==> src/rtl/chaotic_pkg.sv <==
// Shared types for the chaotic-map iteration sequencer:
// FSM state enum, default state-vector type, component slicing helper.
package chaotic_pkg;

  localparam int DEF_DATA_WIDTH = 64;
  localparam int DEF_NDIM       = 3;

  typedef enum logic [2:0] {
    ST_IDLE,
    ST_ISSUE,
    ST_WAIT,
    ST_EMIT,
    ST_FINISH,
    ST_ERR
  } seq_state_t;

  typedef logic [DEF_NDIM-1:0][DEF_DATA_WIDTH-1:0] state_vec_t;

  // LSB position of component idx in a flat vector
  function automatic int comp_lsb(input int idx, input int dw);
    return idx * dw;
  endfunction

endpackage

==> src/rtl/seq_timeout_cnt.sv <==
// Wait timer: clear/enable/expired, expired on the enabled cycle
// whose increment would reach LIMIT.
module seq_timeout_cnt #(
  parameter int LIMIT = 255
) (
  input  logic clk,
  input  logic rst_n,
  input  logic clear,
  input  logic enable,
  output logic expired
);

  localparam int W = $clog2(LIMIT + 1);

  logic [W-1:0] cnt;

  assign expired = enable && (cnt == W'(LIMIT - 1));

  always_ff @(posedge clk or negedge rst_n) begin
    if (!rst_n) begin
      cnt <= '0;
    end else if (clear) begin
      cnt <= '0;
    end else if (enable && !expired) begin
      cnt <= cnt + W'(1);
    end
  end

endmodule

==> src/rtl/chaotic_iter_seq.sv <==
// Iteration sequencer: seeds the equation block, burns in, then
// streams samples over valid/ready; stop, timeout, done, busy.
module chaotic_iter_seq
  import chaotic_pkg::*;
#(
  parameter int DATA_WIDTH = DEF_DATA_WIDTH,
  parameter int NDIM       = DEF_NDIM,
  parameter int CNT_WIDTH  = 32,
  parameter int TIMEOUT    = 255
) (
  input  logic                       clk,
  input  logic                       rst_n,
  input  logic                       start,
  input  logic                       stop,
  input  logic [NDIM*DATA_WIDTH-1:0] seed,
  input  logic [CNT_WIDTH-1:0]       burn_in,
  input  logic [CNT_WIDTH-1:0]       num_samples,
  output logic                       eq_in_valid,
  output logic [NDIM*DATA_WIDTH-1:0] eq_state_out,
  input  logic                       eq_out_valid,
  input  logic [NDIM*DATA_WIDTH-1:0] eq_state_in,
  output logic                       out_valid,
  input  logic                       out_ready,
  output logic [NDIM*DATA_WIDTH-1:0] out_data,
  output logic [CNT_WIDTH-1:0]       out_index,
  output logic                       busy,
  output logic                       done,
  output logic                       timeout_err
);

  localparam int VW = NDIM * DATA_WIDTH;

  seq_state_t state, state_nx;

  logic [VW-1:0]        vec_q;
  logic [CNT_WIDTH-1:0] burn_q;
  logic [CNT_WIDTH-1:0] target_q;
  logic [CNT_WIDTH-1:0] idx_q;
  logic                 stop_pend;
  logic                 err_q;

  logic stop_any;
  logic start_ok;
  logic hs;
  logic last;
  logic take_res;
  logic tmo_clr;
  logic tmo_en;
  logic tmo_exp;

  // a stop raised this cycle acts at once, like a pending one
  assign stop_any = stop | stop_pend;
  assign start_ok = start &&
    (state == ST_IDLE || state == ST_ERR);
  assign hs = (state == ST_EMIT) && out_ready;
  assign last = (target_q != '0) &&
    (idx_q + CNT_WIDTH'(1) == target_q);
  assign take_res = (state == ST_WAIT) &&
    eq_out_valid && !stop_any;

  seq_timeout_cnt #(
    .LIMIT(TIMEOUT)
  ) u_tmo (
    .clk    (clk),
    .rst_n  (rst_n),
    .clear  (tmo_clr),
    .enable (tmo_en),
    .expired(tmo_exp)
  );

  always_ff @(posedge clk or negedge rst_n) begin
    if (!rst_n) begin
      state <= ST_IDLE;
    end else begin
      state <= state_nx;
    end
  end

  always_comb begin
    state_nx    = state;
    eq_in_valid = 1'b0;
    out_valid   = 1'b0;
    done        = 1'b0;
    tmo_clr     = 1'b0;
    tmo_en      = 1'b0;
    unique case (state)
      ST_IDLE, ST_ERR: begin
        if (start_ok) state_nx = ST_ISSUE;
      end
      ST_ISSUE: begin
        tmo_clr = 1'b1;
        // never launch a request that nobody will wait for
        eq_in_valid = !stop_any;
        state_nx = stop_any ? ST_FINISH : ST_WAIT;
      end
      ST_WAIT: begin
        tmo_en = !eq_out_valid;
        if (eq_out_valid) begin
          if (stop_any)
            state_nx = ST_FINISH;
          else if (burn_q != '0)
            state_nx = ST_ISSUE;
          else
            state_nx = ST_EMIT;
        end else if (tmo_exp) begin
          state_nx = ST_ERR;
        end
      end
      ST_EMIT: begin
        out_valid = 1'b1;
        if (hs)
          state_nx = (stop_any || last) ?
            ST_FINISH : ST_ISSUE;
        else if (stop_any)
          state_nx = ST_FINISH;
      end
      ST_FINISH: begin
        done = 1'b1;
        state_nx = ST_IDLE;
      end
      default: state_nx = ST_IDLE;
    endcase
  end

  always_ff @(posedge clk or negedge rst_n) begin
    if (!rst_n) begin
      vec_q     <= '0;
      burn_q    <= '0;
      target_q  <= '0;
      idx_q     <= '0;
      stop_pend <= 1'b0;
      err_q     <= 1'b0;
    end else begin
      if (start_ok) begin
        vec_q    <= seed;
        burn_q   <= burn_in;
        target_q <= num_samples;
        idx_q    <= '0;
        err_q    <= 1'b0;
      end
      if (take_res) begin
        vec_q <= eq_state_in;
        if (burn_q != '0)
          burn_q <= burn_q - CNT_WIDTH'(1);
      end
      // wraps freely in continuous mode
      if (hs) idx_q <= idx_q + CNT_WIDTH'(1);
      if (tmo_exp) err_q <= 1'b1;
      if (state == ST_FINISH || start_ok)
        stop_pend <= 1'b0;
      else if (stop && state != ST_IDLE)
        stop_pend <= 1'b1;
    end
  end

  assign eq_state_out = vec_q;
  assign out_data     = vec_q;
  assign out_index    = idx_q;
  assign busy         = (state != ST_IDLE);
  assign timeout_err  = err_q;

endmodule
==> config.mk <==
export PLATFORM = sky130hd
export DESIGN_NAME = chaotic_iter_seq
export DESIGN_NICKNAME = d
export VERILOG_FILES = /design/src/rtl/chaotic_pkg.sv /design/src/rtl/seq_timeout_cnt.sv /design/src/rtl/chaotic_iter_seq.sv
export SDC_FILE = /design/constraint.sdc
export NUM_CORES = 1
export LEC_CHECK = 0
export BUFFER_PORTS_ARGS = -buffer_cell sky130_fd_sc_hd__buf_4
export CELL_PAD_IN_SITES_DETAIL_PLACEMENT = 1
export CELL_PAD_IN_SITES_GLOBAL_PLACEMENT = 1
export CORE_AREA = 4 4 341 343
export DETAILED_ROUTE_END_ITERATION = 6
export DIE_AREA = 0 0 345 347
export HOLD_SLACK_MARGIN = 0.1
export PLACE_DENSITY_LB_ADDON = 0.1
export REMOVE_ABC_BUFFERS = 1
export SLEW_MARGIN = 30
export SYNTH_ARGS = -nofsm -noshare
export SYNTH_HDL_FRONTEND = slang
export SYNTH_SLANG_ARGS = --single-unit
==> constraint.sdc <==
create_clock -name clk -period 3.5 [get_ports clk]
set_input_delay 0.35 -clock clk [delete_from_list [all_inputs] [get_ports clk]]
set_output_delay 0.35 -clock clk [all_outputs]
set_load 0.05 [all_outputs]
==> results of run 1 <==
[where the power goes]
| part | internal, mW | switching, mW | total (mW) |
|---|---|---|---|
| Sequential | 5.01 | 2.02 | 7.03 |
| Clock | 2.92 | 1.86 | 4.78 |
| Combinational | 6.12 | 12.8 | 18.9 |
| Total | 14.1 | 16.7 | 30.7 |
[path summary, 6_finish.rpt]
kind	from	endpoint
setup reg to reg	state[1]$_DFFE_PN0P_	eq_state_out[31]$_DFFE_PN0P_
min in group asynchronous	rst_n	eq_state_out[38]$_DFFE_PN0P_
hold / removal	seed[65]	eq_state_out[65]$_DFFE_PN0P_
setup / recovery	state[1]$_DFFE_PN0P_	eq_state_out[31]$_DFFE_PN0P_
hold reg to reg	timeout_err$_DFFE_PN0P_	timeout_err$_DFFE_PN0P_
max in group asynchronous	rst_n	eq_state_out[74]$_DFFE_PN0P_
[layout make-up]
class,count,area (um2)
diodes,24,60.1
clock buffers,70,1380
clock inverters,11,136
fillers,13513,83800
inverters,12,45.0
multi-input cells,1441,7210
flip-flops and latches,301,7530
well taps,1512,1890
repair buffers,1367,11500
[stage by stage]
step	utilization	cells	setup TNS, ns	hold WS [ns]
after floorplan	-	1754	-1845.46	0.0544
after global placement	0.210	4201	0	0.420
after detailed placement	0.210	4201	0	0.425
after CTS	0.261	4712	0	0.101
after global routing	0.262	4729	0	0.118
final	0.262	4738	0	0.150
[cell usage after synthesis (all sizes together) (2+ instances only)]
| library cell | count | area, um2 |
|---|---|---|
| nand2 | 538 | 2020 |
| dfrtp | 301 | 7530 |
| nor2 | 283 | 1060 |
| buf | 202 | 1490 |
| a31oi | 199 | 1240 |
| clkbuf | 122 | 458 |
| o21ai | 62 | 310 |
| a21oi | 48 | 240 |
| nand3 | 31 | 160 |
| nor3 | 30 | 161 |
| nand4 | 29 | 188 |
| xnor2 | 28 | 245 |
| nor4 | 25 | 178 |
| o31ai | 19 | 143 |
| xor2 | 19 | 166 |
| inv | 12 | 45.0 |
| a311oi | 11 | 96.3 |
| o221a | 9 | 101 |
| or3 | 8 | 50.1 |
| and2 | 7 | 43.8 |
| nand2b | 7 | 43.8 |
| a211o | 6 | 52.6 |
| and3 | 6 | 37.5 |
| a211oi | 5 | 37.5 |
| a21o | 5 | 37.5 |
| nor3b | 5 | 37.5 |
| o41ai | 5 | 43.8 |
| or4 | 5 | 41.3 |
| and4 | 4 | 35.0 |
| ha | 4 | 50.1 |
| nand3b | 4 | 30.0 |
| o211ai | 4 | 30.0 |
| or2 | 4 | 25.0 |
| and3b | 3 | 26.3 |
| nand4b | 3 | 26.3 |
| nor2b | 3 | 18.8 |
| o22ai | 3 | 18.8 |
| a22o | 2 | 17.5 |
| a31o | 2 | 17.5 |
| mux2i | 2 | 20.0 |
| o21bai | 2 | 15.0 |
[kinds of logic (layout without fill, tap and decap cells)]
group                    after synthesis  in the layout  synth area share
XOR/XNOR                              48             48            0.0260
AO/OA/AOI/OAI                        389            389             0.148
AND/OR/NAND/NOR                      997            997             0.252
flip-flops                           301            301             0.450
adder cells (fa/ha/maj)                4              4           0.00299
buffers and inverters                336           1460             0.119
other                                  0             24                 0
multiplexers                           3              3           0.00187
[flip-flops by register name, indices dropped and copies added, names as in the netlist]
name / count
burn_q: 32
stop_pend: 1
target_q: 32
u_tmo.cnt: 8
state: 3
out_index: 32
eq_state_out: 192
timeout_err: 1
[routing by layer]
metal / vias to the layer above / share of wire / GRT usage
met3: 108 / 0.061 / 0.0451
met2: 585 / 0.49 / 0.305
met5: - / 0.00024 / 0
li1: 9124 / - / -
met4: 4 / 0.019 / 0.0434
met1: 9842 / 0.43 / 0.220
[cells in the final DEF (no fill, tap or decap), types with 4 or more instances in the layout]
cell	netlist	final
a311oi_1	11	11
or3_1	8	8
a211o_1	6	6
nand3_1	30	30
xor2_1	19	19
o21ai_0	61	61
nand3b_1	4	4
diode_2	0	24
nand2_1	536	536
buf_4	193	925
o31ai_1	19	19
nor3b_1	5	5
clkinv_2	0	6
nand4_1	28	28
and2_1	7	7
nor4_1	23	23
ha_1	4	4
o211ai_1	4	4
dfrtp_1	301	301
clkbuf_1	122	11
a211oi_1	5	5
inv_1	12	12
a31oi_1	199	198
nor2_1	282	282
buf_12	0	9
nor3_1	29	29
or4_1	4	4
clkbuf_16	0	48
o41ai_1	5	5
a21o_1	5	5
dlygate4sd3_1	0	430
and4_1	4	4
a21oi_1	48	48
clkbuf_8	0	12
o221a_2	9	9
nand2b_1	7	7
and3_1	6	6
xnor2_1	28	28
[critical path: cells and delay by family, from the launching register on]
family / cells / cell delay, ns
buffers and inverters: 3 / 1.39
and+or+nand+nor: 3 / 0.91
DFF: 1 / 0.56
AOI/OAI and AO/OA: 1 / 0.05
[timing repair]
action	4_1_cts	5_1_grt
setup endpoints to repair	0	1
endpoints found under the hold margin	313	0
hold buffers	430	0
==> impl_metrics.json, run 1 <==
{
  "clkSinkCount": 301,
  "hold_viol": 0,
  "synth.yosys.seq_area_share": 0.450,
  "drtPass1Iterations": 5,
  "dp_slack_ns": 0.269,
  "layout.nets": 3626,
  "status": "finished clean",
  "totalWireLength_um": 111000,
  "crit_top_cell": "buf_12",
  "syn_area_mm2": 0.0167,
  "clock_latency_ns": 0.60,
  "holdPathStages": 3,
  "vias_per_cell": 4.15,
  "cp-end-kind": "register",
  "timing.final.ws_setup_ns": 0.0588,
  "htree_levels": 2,
  "slew_viol_final": 0,
  "globalplace.congestion": 0.819,
  "netlist_instances": 2078,
  "slew_headroom": 0.191,
  "synth-edff-count": 0,
  "regToRegSetupSlack_ns": 0.06,
  "antenna_found_initial": 42,
  "drc": 0,
  "grt_max_degree": 207,
  "grt_pass1_wl_um": 157000,
  "async_reset_ff_frac": 1.00,
  "globalRouteOverflowTotal": 0,
  "setup_viol": 0,
  "path_clk_slew_ns": 0.06,
  "tightest_slew_ns": 1.21,
  "dieArea_mm2": 0.120,
  "reg2reg_depth": 7,
  "boundaryPins": 875,
  "yosys_warnings": 0,
  "ys_ff_latch": 301,
  "hold_path.class": "primary input to register",
  "place_area_mm2": 0.0238,
  "peakVddDrop_uv": 861,
  "avgSynthCellArea_um2": 8.05,
  "cts_tree": "yes",
  "power_density_mw_per_mm2": 1030,
  "total_power_mw": 30.7,
  "period_share": 0.983,
  "grt_pass1_vias": 21554,
  "die_height_um": 347,
  "period_needed_ns": 3.44,
  "fmax_mhz": 291,
  "crit_chain": "nor2b_1 -> nand4_1 -> buf_12 -> buf_12 -> nor2_1 -> a31oi_1 -> dlygate4sd3_1",
  "portBuffers": 874,
  "power_leakage_nw": 13.8,
  "die_x_um": 345,
  "clock_path_buffers": 3,
  "setup.worst_path.class": "register to register",
  "cp_data_required_time_ns": 3.98,
  "synth_cell_type_count": 64,
  "vias": 19663,
  "design_area_mm2": 0.0298,
  "fin_skew_ns": 0.0262,
  "rows": 124,
  "cts_repair_resize_count": 0,
  "cp_slowest_cell": "dlygate4sd3_1",
  "worstPathMaxFanout": 151,
  "drv.max_cap_violation_count": 0,
  "areaGrowthSynthToFinish_pct": 77.9,
  "drtAntennaViolNets": 0,
  "hpwl_um": 86300,
  "core_mm2": 0.114,
  "numCtsBuffers": 45,
  "synthFlopType": "dfrtp_1",
  "start_kind": "register",
  "crit_arrival_ns": 3.92,
  "cts_setup_buffers": 0,
  "wire_per_inst_um": 23.5,
  "start_util": 0.147,
  "track_usage": 0.176,
  "drive_gt1_frac": 0.323,
  "cts_root_buffer": "clkbuf_16",
  "rsz0062_at_grt": "no",
  "cp_slowest_stage_delay_ns": 0.58,
  "first_iter_violations": 864
}
(Power assumes the default switching activity.)
==> run 2, diff against run 1 <==
--- a/config.mk
+++ b/config.mk
@@ -14,6 +14,7 @@
 export HOLD_SLACK_MARGIN = 0.1
 export PLACE_DENSITY_LB_ADDON = 0.1
 export REMOVE_ABC_BUFFERS = 1
+export SETUP_SLACK_MARGIN = 0.3
 export SLEW_MARGIN = 30
 export SYNTH_ARGS = -nofsm -noshare
 export SYNTH_HDL_FRONTEND = slang
==> run 2 against run 1 <==
Compared with the run above:
- cell area up 0.19%
- fmax up 13%
- non-clock buffer count up 2
- critical path depth unchanged
- worst hold slack better by 0.0027 ns
- die area unchanged
==> impl_metrics.json, run 2 (synthesis gave the netlist of run 1 again) <==
{
  "regToRegSetupSlack_ns": 0.47,
  "drv.max_cap_violation_count": 0,
  "reg2reg_depth": 7,
  "die_height_um": 347,
  "die_x_um": 345,
  "boundaryPins": 875,
  "path_clk_slew_ns": 0.06,
  "power_density_mw_per_mm2": 1030,
  "worstSetupPathDepth": 7,
  "period_share": 0.867,
  "reg2reg_from": "state[1]$_DFFE_PN0P_",
  "start_util": 0.147,
  "power_leakage_nw": 13.8,
  "crit_arrival_ns": 3.51,
  "vias": 19603,
  "slew_headroom": 0.216,
  "vias_per_cell": 4.13,
  "crit_chain": "nor2b_1 -> nand4_1 -> buf_4 -> buf_12 -> nor2_2 -> a31oi_1 -> dlygate4sd3_1",
  "drtAntennaViolNets": 0,
  "peakVddDrop_uv": 861,
  "drtPass1Iterations": 4,
  "setup.worst_path.class": "register to register",
  "cp_top_family": "buffers and inverters",
  "hold_viol": 0,
  "setup_viol": 0,
  "wire_per_inst_um": 23.4,
  "track_usage": 0.176,
  "final_cell_mix": "buf_4, nand2_1, dlygate4sd3_1",
  "rows": 124,
  "start_kind": "register",
  "cp_data_required_time_ns": 3.98,
  "hpwl_um": 86300,
  "final_common_cell": "buf_4",
  "dieArea_mm2": 0.120,
  "period_needed_ns": 3.03,
  "hold_path.class": "primary input to register",
  "cp-end-kind": "register",
  "antenna_found_initial": 42,
  "drive_gt1_frac": 0.327,
  "globalplace.congestion": 0.819,
  "drc": 0,
  "grt_pass1_vias": 21527,
  "cp_slowest_cell": "dlygate4sd3_1",
  "fmax_mhz": 330,
  "worstPathMaxFanout": 152,
  "portBuffers": 874,
  "cts_root_buffer": "clkbuf_16",
  "dp_slack_ns": 0.269,
  "startpoint": "state[1]$_DFFE_PN0P_",
  "fin_skew_ns": 0.0252,
  "cts_tree": "yes",
  "areaGrowthSynthToFinish_pct": 78.3,
  "tightest_slew_ns": 1.18,
  "htree_levels": 2,
  "numCtsBuffers": 45,
  "rsz0062_at_grt": "no",
  "cp.buffers_inverters": 3,
  "place_area_mm2": 0.0238,
  "timing.final.ws_setup_ns": 0.467,
  "globalRouteOverflowTotal": 0,
  "design_area_mm2": 0.0298,
  "finish.utilization": 0.262,
  "core_mm2": 0.114,
  "slew_viol_final": 0,
  "status": "finished clean",
  "clock_latency_ns": 0.60,
  "fin_hold_ws_ns": 0.153,
  "first_iter_violations": 908,
  "cp_slowest_stage_delay_ns": 0.61,
  "grt_max_degree": 207,
  "layout.nets": 3628,
  "largest_reg_flops": 192,
  "totalWireLength_um": 111000,
  "clkSinkCount": 301,
  "crit_end": "eq_state_out[187]$_DFFE_PN0P_",
  "clock_path_buffers": 3,
  "regToRegEndpoint": "eq_state_out[187]$_DFFE_PN0P_",
  "grt_pass1_wl_um": 157000
}
-- run 2: where the power goes --
group	switching (mW)	internal [mW]	total (mW)
clock	1.85	2.92	4.77
combinational	12.8	6.10	18.9
sequential	2.03	5.01	7.03
total	16.7	14.0	30.7
-- run 2: stage by stage --
stage / TNS, ns / instances / power, mW
5_1_grt: 0 / 4731 / 32.4
2_1_floorplan: -1845.46 / 1754 / 17.3
6_report: 0 / 4743 / 30.7
3_3_place_gp: 0 / 4201 / 24.7
3_5_place_dp: 0 / 4201 / 24.7
4_1_cts: 0 / 4712 / 31.1
-- run 2: layout make-up --
type                            instances  area, um2
Antenna cell                           27       67.6
Fill cell                           13503      83800
Timing Repair Buffer                 1369      11500
Clock buffer                           70       1380
Clock inverter                         11        136
Tap cell                             1512       1890
Inverter                               12       45.0
Sequential cell                       301       7530
Multi-Input combinational cell       1441       7250
-- run 2: worst reg2reg max path, stage by stage (launching register included) --
cell and delay (ns):
dfrtp_1 0.56, nor2b_1 0.35, nand4_1 0.18, buf_4 0.20, buf_12 0.17, nor2_2 0.80
a31oi_1 0.06, dlygate4sd3_1 0.61
-- run 2: how the worst min path moves through the flow --
stage                                   end  cells after the start   startpoint
3_3_place_gp   eq_state_out[38]$_DFFE_PN0P_                      1        rst_n
5_1_grt                burn_q[26]$_DFF_PN0_                      3  burn_in[26]
4_1_cts                 burn_q[1]$_DFF_PN0_                      4   burn_in[1]
3_5_place_dp   eq_state_out[38]$_DFFE_PN0P_                      1        rst_n
6_report       eq_state_out[65]$_DFFE_PN0P_                      3     seed[65]
2_1_floorplan           burn_q[0]$_DFF_PN0_                      0        rst_n
-- run 2: what timing repair did --
item / 4_1_cts / 5_1_grt
hold endpoints to repair: 313 / 0
resized for setup: 2 / 12
buffers inserted: 0 / 3
setup endpoints to repair: 9 / 128
cloned: 0 / 1
hold buffers: 430 / 0
pin swaps: 0 / 1
-- run 2: layer usage --
layer | track usage | wire [um]
met5 | 0 | 27
met2 | 0.305 | 54600
met4 | 0.0432 | 2070
met1 | 0.220 | 47800
met3 | 0.0452 | 6380
==> run 3, diff against run 2 <==
--- a/config.mk
+++ b/config.mk
@@ -8,9 +8,9 @@
 export BUFFER_PORTS_ARGS = -buffer_cell sky130_fd_sc_hd__buf_4
 export CELL_PAD_IN_SITES_DETAIL_PLACEMENT = 1
 export CELL_PAD_IN_SITES_GLOBAL_PLACEMENT = 1
-export CORE_AREA = 4 4 341 343
+export CORE_AREA = 4 4 342 344
 export DETAILED_ROUTE_END_ITERATION = 6
-export DIE_AREA = 0 0 345 347
+export DIE_AREA = 0 0 346 348
 export HOLD_SLACK_MARGIN = 0.1
 export PLACE_DENSITY_LB_ADDON = 0.1
 export REMOVE_ABC_BUFFERS = 1
@@ -18,4 +18,5 @@
 export SLEW_MARGIN = 30
 export SYNTH_ARGS = -nofsm -noshare
 export SYNTH_HDL_FRONTEND = slang
+export SYNTH_HIERARCHICAL = 1
 export SYNTH_SLANG_ARGS = --single-unit
==> run 3 against run 2 <==
Compared with the run above:
- non-clock buffer count fell by 13
- die area up 0.58%
- highest routed layer unchanged
- power is 2.4% higher
- routed wire length up 0.76%
- area after synthesis rose by 0.64%
- clock skew shrank 0.0079 ns
- clock-buffer cell count increased by 1
- register-to-register slack improved by 0.06 ns
- fmax is 1.9% higher
==> impl_metrics.json, run 3 <==
{
  "status": "finished clean",
  "worstPathMaxFanout": 9,
  "synth_top_area_share": 0.448,
  "cp_top_family": "simple AND/OR/NAND/NOR gates",
  "rows": 124,
  "synth.area.mux_share": 0.00364,
  "grt_pass1_wl_um": 159000,
  "hold_path.class": "primary input to register",
  "yosys_warnings": 6,
  "boundaryPins": 875,
  "ys_ff_latch": 301,
  "synth_top_family_by_area": "simple AND/OR/NAND/NOR gates",
  "cp_data_required_time_ns": 3.99,
  "synth_compound_area_frac": 0.147,
  "antenna_found_initial": 43,
  "tightest_slew_ns": 0.767,
  "synth-edff-count": 0,
  "hpwl_um": 87200,
  "cp_slowest_stage_delay_ns": 0.60,
  "largest_reg_flops": 192,
  "dp_slack_ns": 0.400,
  "die_x_um": 346,
  "start_util": 0.148,
  "first_iter_violations": 896,
  "cp.buffers_inverters": 0,
  "final_common_cell": "buf_4",
  "synth.yosys.seq_area_share": 0.448,
  "fin_skew_ns": 0.0173,
  "numCtsBuffers": 47,
  "vias": 19670,
  "grt_pass1_vias": 21670,
  "dieArea_mm2": 0.120,
  "drv.max_cap_violation_count": 0,
  "track_usage": 0.178,
  "peakVddDrop_uv": 889,
  "fin_cells": 4725,
  "globalplace.congestion": 0.823,
  "setup.worst_path.class": "register to register",
  "start_kind": "register",
  "die_height_um": 348,
  "drtPass1Iterations": 4,
  "clock_latency_ns": 0.60,
  "cp-end-kind": "register",
  "synth_xor_xnor_area_share": 0.0255,
  "hold_viol": 0,
  "cts_setup_buffers": 0,
  "portBuffers": 874,
  "syn_area_mm2": 0.0168,
  "yosys.area_share.simple": 0.253,
  "clkSinkCount": 301,
  "slew_headroom": 0.489,
  "rsz0062_at_grt": "no",
  "power_leakage_nw": 13.8,
  "totalWireLength_um": 112000,
  "synthTopCellsByCount": "nand2_1, dfrtp_1, nor2_1",
  "dp_cells": 4184,
  "yosysTopAreaCell": "dfrtp_1",
  "htree_levels": 2,
  "cp_slowest_cell": "or4_1",
  "yosysMostFrequentCell": "nand2_1",
  "setup_viol": 0,
  "clock_path_buffers": 3,
  "crit_arrival_ns": 3.46,
  "synthTopCellsByArea": "dfrtp_1, nand2_1, buf_4",
  "vias_per_cell": 4.16,
  "globalRouteOverflowTotal": 0,
  "core_mm2": 0.114,
  "crit_chain": "and4_4 -> nand3_1 -> or4_1 -> a221oi_2 -> nand4_1 -> nor4_1 -> a21oi_1 -> or2_1",
  "cts_root_buffer": "clkbuf_16",
  "synth_cell_type_count": 77,
  "fin_hold_ws_ns": 0.147,
  "areaGrowthSynthToFinish_pct": 76.7,
  "period_share": 0.851,
  "wire_per_inst_um": 23.6,
  "power_density_mw_per_mm2": 1060,
  "fmax_mhz": 336,
  "netlist_instances": 2080,
  "period_needed_ns": 2.98,
  "final_cell_mix": "buf_4, nand2_1, dlygate4sd3_1",
  "drc": 0,
  "synthFlopType": "dfrtp_1",
  "slew_viol_final": 0,
  "avgSynthCellArea_um2": 8.09,
  "timing.final.ws_setup_ns": 0.522,
  "layout.nets": 3616,
  "cts_tree": "yes",
  "grt_max_degree": 141,
  "drive_gt1_frac": 0.327,
  "async_reset_ff_frac": 1.00,
  "path_clk_slew_ns": 0.06,
  "synth_fa_ha_area_frac": 0.00297,
  "drtAntennaViolNets": 0
}
-- run 3: cell count changes after synthesis, moves of 5 or more --
cell | previous run | this run
o31ai_1 | 19 | 14
xnor2_1 | 28 | 37
xor2_1 | 19 | 12
inv_1 | 12 | 7
clkbuf_1 | 122 | 114
a311oi_1 | 11 | 17
nor3_1 | 29 | 24
o221a_2 | 9 | 3
nand2_1 | 536 | 544
nor4_1 | 23 | 16
and3_1 | 6 | 13
buf_2 | 5 | 12
-- run 3: path summary, 6_finish.rpt --
kind                                           start  cells after the start                            end  slack, ns
setup / recovery           out_index[21]$_DFFE_PN0P_                      8           state[0]$_DFFE_PN0P_       0.52
hold / removal                              seed[60]                      3   eq_state_out[60]$_DFFE_PN0P_       0.15
setup reg to reg           out_index[21]$_DFFE_PN0P_                      8           state[0]$_DFFE_PN0P_       0.52
hold reg to reg              timeout_err$_DFFE_PN0P_                      1        timeout_err$_DFFE_PN0P_       0.50
max in group asynchronous                      rst_n                      3  eq_state_out[176]$_DFFE_PN0P_       2.23
min in group asynchronous                      rst_n                      2      out_index[12]$_DFFE_PN0P_       0.38
-- run 3: worst min-delay path, delay by kind of cell --
family          cells  cell delay [ns]
compound gates      1             0.10
simple gates        1             0.14
buf+inv             1             0.11
-- run 3: repair_timing --
action	4_1_cts	5_1_grt
hold buffers	437	0
endpoints found under the hold margin	322	0
resized for setup	0	12
endpoints found under the setup margin	0	126
-- run 3: logic make-up after synthesis --
logic type,after synthesis
xor+xnor,49
buf+inv,334
mux,5
fa+ha+maj,4
compound gates,387
flops,301
simple gates,1000
-- run 3: cell type report --
cell class              instances  area (um2)
well taps                    1512        1890
fillers                     13497       84100
inverters                       7        26.3
clock inverters                15         118
diodes                         18        45.0
repair buffers               1356       11400
flip-flops and latches        301        7530
clock buffers                  71        1410
multi-input cells            1445        7310
-- run 3: metal layers --
metal	vias up	track usage	wire (um)
li1	9082	-	-
met1	9874	0.222	47400
met2	569	0.312	55300
met3	125	0.0484	6960
met4	20	0.0323	1950
met5	-	0	125
-- run 3: power by group --
group	internal (mW)	leakage [nW]	total (mW)	switching, mW
clock network	2.84	0.760	4.78	1.94
registers	5.01	3.75	7.03	2.03
logic	6.79	9.27	19.6	12.8
-- run 3: per-stage QoR --
| step | TNS [ns] | power [mW] | cell area (um2) | utilization |
|---|---|---|---|---|
| after global placement | 0 | 24.6 | 23800 | 0.209 |
| after detailed placement | 0 | 24.7 | 23800 | 0.209 |
| after global routing | 0 | 33.2 | 29700 | 0.261 |
| after floorplan | -1311.01 | 17.4 | 14800 | - |
| after CTS | 0 | 31.8 | 29700 | 0.260 |
| final | 0 | 31.4 | 29700 | 0.261 |
